--- config.mk ---
export PLATFORM = sky130hd
export DESIGN_NAME = i2c_shift_engine
export DESIGN_NICKNAME = d
export VERILOG_FILES = /design/src/rtl/i2c_shift_engine.sv
export SDC_FILE = /design/constraint.sdc
export NUM_CORES = 1
export LEC_CHECK = 0
export ABC_AREA = 1
export CAP_MARGIN = 20
export CORE_MARGIN = 5
export CORE_UTILIZATION = 45
export CTS_CLUSTER_SIZE = 20
export DETAILED_ROUTE_END_ITERATION = 6
export GPL_ROUTABILITY_DRIVEN = 0
export HOLD_SLACK_MARGIN = 0.1
export PLACE_DENSITY = 0.91
export RECOVER_POWER = 50
export SETUP_SLACK_MARGIN = 0.1
export SYNTH_ARGS = -nofsm -noshare
export SYNTH_HDL_FRONTEND = slang
export SYNTH_SLANG_ARGS = --single-unit
--- constraint.sdc ---
create_clock -name Clock -period 2.95 [get_ports Clock]
set_input_delay 0.4425 -clock Clock [delete_from_list [all_inputs] [get_ports Clock]]
set_output_delay 0.4425 -clock Clock [all_outputs]
set_load 0.005 [all_outputs]
--- src/rtl/i2c_shift_engine.sv ---
`default_nettype none
// ============================================================================
// Module      : i2c_shift_engine
// Description : Parallel-load / serial-shift engine for one I2C data frame.
//               Transmits the loaded word and captures the received word in
//               the same register, one bit per BitTick.
// Revision    : 1.0 - initial release
// ============================================================================
module i2c_shift_engine #(
    parameter int WIDTH     = 8,
    parameter int MSB_FIRST = 1
) (
    input  logic                         Clock,
    input  logic                         Reset,
    input  logic [WIDTH-1:0]             SentData,
    input  logic                         WriteLoad,
    input  logic                         Start,
    input  logic                         BitTick,
    input  logic                         ShiftIn,
    output logic [WIDTH-1:0]             RecData,
    output logic                         ShiftOut,
    output logic                         Busy,
    output logic                         Done,
    output logic [$clog2(WIDTH+1)-1:0]   BitCount
);

    localparam int               c_CW       = $clog2(WIDTH + 1);
    localparam logic [c_CW-1:0]  c_LAST_BIT = c_CW'(WIDTH - 1);
    localparam logic [c_CW-1:0]  c_ONE      = c_CW'(1);

    localparam logic [1:0] c_STATE_IDLE  = 2'd0;
    localparam logic [1:0] c_STATE_SHIFT = 2'd1;
    localparam logic [1:0] c_STATE_DONE  = 2'd2;

    logic [1:0]        r_state;
    logic [WIDTH-1:0]  r_recData;
    logic [c_CW-1:0]   r_bitCount;
    logic              r_done;

    logic [1:0]        w_nextState;
    logic [WIDTH-1:0]  w_nextRecData;
    logic [c_CW-1:0]   w_nextBitCount;
    logic              w_nextDone;
    logic [WIDTH-1:0]  w_shifted;
    logic              w_txBit;

    // The same register serves as transmit source and receive sink: each tick
    // pushes the outgoing bit off one end and the sampled bit in at the other.
    generate
        if (MSB_FIRST != 0) begin : g_msbFirst
            assign w_shifted = {r_recData[WIDTH-2:0], ShiftIn};
            assign w_txBit   = r_recData[WIDTH-1];
        end else begin : g_lsbFirst
            assign w_shifted = {ShiftIn, r_recData[WIDTH-1:1]};
            assign w_txBit   = r_recData[0];
        end
    endgenerate

    always_ff @(posedge Clock) begin
        if (Reset) begin
            r_state    <= c_STATE_IDLE;
            r_recData  <= '0;
            r_bitCount <= '0;
            r_done     <= 1'b0;
        end else begin
            r_state    <= w_nextState;
            r_recData  <= w_nextRecData;
            r_bitCount <= w_nextBitCount;
            r_done     <= w_nextDone;
        end
    end

    always_comb begin
        w_nextState    = r_state;
        w_nextRecData  = r_recData;
        w_nextBitCount = r_bitCount;
        w_nextDone     = 1'b0;
        case (r_state)
            c_STATE_IDLE: begin
                // Load and start on the same edge: the frame sends the new word.
                if (WriteLoad) begin
                    w_nextRecData = SentData;
                end
                if (Start) begin
                    w_nextState    = c_STATE_SHIFT;
                    w_nextBitCount = '0;
                end
            end
            c_STATE_SHIFT: begin
                if (BitTick) begin
                    w_nextRecData  = w_shifted;
                    w_nextBitCount = r_bitCount + c_ONE;
                    if (r_bitCount == c_LAST_BIT) begin
                        w_nextState = c_STATE_DONE;
                        w_nextDone  = 1'b1;
                    end
                end
            end
            c_STATE_DONE: begin
                w_nextState = c_STATE_IDLE;
            end
            default: begin
                w_nextState = c_STATE_IDLE;
            end
        endcase
    end

    assign RecData  = r_recData;
    assign BitCount = r_bitCount;
    assign Done     = r_done;
    assign ShiftOut = w_txBit;
    assign Busy     = (r_state == c_STATE_SHIFT);

endmodule
`default_nettype wire
==> flow_summary.yaml <==
synth:
  synth_area_leaders: "dfxtp_1 40%, nand2_1 20%, nor2_1 10%, o21ai_0 6.6%, inv_1 5.4%"
  synth_top_area_cell: "dfxtp_1"
  synth_cell_type_count: 17
  synth_area_per_cell_um2: 6.372
  synth_top_cell_area_share_pct: 39.60
  ys_seq_area_share_pct: 39.60
  syn-cell-area_um2: 758.2
  synth_seq_cells: 15
  yosysWarnings: 0
  synth_cells: 119
  synthesis.nets: 134
timing:
  tns_ns: 0
  post-route-min-period_ns: 2.059
  fin_ws_ns: 0.8913
  tightest_slew_ns: 0.2856
  maxSlewHeadroom_pct: 80.92
  setup_viol: 0
  skew_ns: 0.001543
  fmax_ghz: 0.4857
  final_max_slew_viol_count: 0
  hold_viol: 0
  rsz0062_at_grt: "false"
  fin_crit_sh_pct: 69.79
power_and_ir_drop:
  power.share.combinational_pct: 25.6
  p_leak_nw: 0.4887
  intPower_mw: 0.3323
  power.density_nw_per_um2: 440.5
  p_switching_mw: 0.1313
  pwr-share-clk_pct: 24.9
  switching_share_pct: 28.32
  pwr-share-seq_pct: 49.5
  max-vdd-ir-drop_v: 0.0002201
floorplan:
  start_util_pct: 48.64
  die_h_um: 51.05
  die-width_um: 51.05
  num_io_pins: 29
  dieArea_um2: 2606
  core_area_um2: 1559
  rows: 14
clocking:
  cts_tree: "built"
  clkLatencyLatePin_ns: 0.27
  clk_pin_slew_ns: 0.09
  cts-root-buf: "clkbuf_4"
  clockBufferDepth: 2
  clkSinkCount: 15
  hold_buffers: 0
  htreeDepth: 1
  cts_resized: 0
  post_cts_buffers: 0
  numCtsBuffers: 3
run_status:
  status: "complete, no violations"
route:
  met1_length_um: 803
  firstDrtPassIters: 6
  drc: 0
  wl_met2_um: 834
  drt_wl_total_um: 1807
  wl_per_cell_um: 11.02
  drt-initial-drc-count: 11
  ant_nets: 0
  via_per_inst: 4.970
  top_layer: "met4"
  wl_met3_um: 155
  via_count: 815
hold_path:
  hp-class: "flip-flop to flip-flop"
place:
  dpl.hpwl_um: 1404
  portBuffers: 28
  dp_slack_ns: 1.223
worst_setup_path:
  worst_setup_path_start_kind: "flip-flop"
  endpoint_kind: "output pin"
  arrival_ns: 1.62
  max_stage_delay_ns: 0.57
  slowest_stage: "clkdlybuf4s50_1"
  required_ns: 2.51
  worstPathCellList: "inv_1 -> nor2_4 -> clkdlybuf4s50_1"
  cp_max_fo: 14
  crit_family: "buffers and inverters"
  critical_path_class: "flip-flop to output pin"
  path_buf_inv: 2
  r2r_slack_ns: 1.32
cells_and_area:
  nets: 164
  drive_above_1_share_pct: 2.703
  mostFrequentLayoutCells: "43 x nand2_1, 26 x clkdlybuf4s50_1, 21 x nor2_1"
  area_growth_pct: 38.78
  final_common_cell: "nand2_1"
  diodes: 0
grt:
  grt.total_usage_pct: 15.48
  antenna_found_initial: 0
  grt_max_degree: 15
  grt_pass1_vias: 748
  grt_pass1_wl_um: 3139
  grt_overflow: 0
flow_run:
  max_cap_violations: 0
## synth_stat cells (all sizes together)
cell    instances
nand2          43
nor2           22
dfxtp          15
inv            13
o21ai          10
nand3           5
a21oi           4
buf             2
nor3            2
clkbuf          1
ha              1
o211ai          1
## routing by layer
layer	up-vias	track usage, %
met1	353	18.37
met3	2	4.651
met2	36	24.89
met5	-	0
li1	424	-
met4	0	8.520
## power groups by stage
stage / logic [mW] / clock network (mW) / registers [mW]
2_1_floorplan: 0.0639 / 0 / 0.234
3_3_place_gp: 0.120 / 0 / 0.234
3_5_place_dp: 0.122 / 0 / 0.234
4_1_cts: 0.123 / 0.120 / 0.230
5_1_grt: 0.134 / 0.131 / 0.232
6_report: 0.119 / 0.115 / 0.229
## worst min-delay path, cell delays in order, from the launching register on
cell and delay, ns:
dfxtp_1 0.35, inv_1 0.08, a21oi_1 0.06
## area by class of cell
type,count,area (um2)
sequential,15,300.3
tap,16,20.02
fill,145,506.7
inverter,13,48.80
timing repair buffer,28,280.3
clock buffer,4,26.28
multi-input combinational,88,376.6
## final timing paths
check	start	to	cells after the start
setup reg to reg	r_state[0]	RecData[6]	7
hold reg to reg	BitCount[2]	BitCount[2]	2
hold / removal	BitCount[2]	BitCount[2]	2
setup / recovery	r_state[0]	Busy	3
## through the flow
| step | cells | power, mW | utilization (%) | hold WS [ns] | cell area (um2) |
|---|---|---|---|---|---|
| global route | 164 | 0.4980 | 67.50 | 0.5398 | 1052 |
| detailed placement | 160 | 0.3562 | 66.45 | 0.5019 | 1036 |
| CTS | 164 | 0.4727 | 68.14 | 0.5162 | 1062 |
| global placement | 160 | 0.3540 | 66.45 | 0.4848 | 1036 |
| finish | 164 | 0.4636 | 67.50 | 0.5226 | 1052 |
| floorplan | 119 | 0.2977 | - | 0.4773 | 758.2 |
## sequential cells by signal (all words and copies together) (netlist names)
signal    count
BitCount      4
Done          1
RecData       8
r_state       2
## logic make-up after synthesis
| kind of cell | after synthesis | share of synthesized area (%) |
|---|---|---|
| and+or+nand+nor | 72 | 39.11 |
| buffers and inverters | 16 | 9.406 |
| AOI/OAI and AO/OA | 15 | 10.23 |
| DFF | 15 | 39.60 |
| adders and majority gates | 1 | 1.650 |
Note: power is estimated with default switching activity, not from simulation.
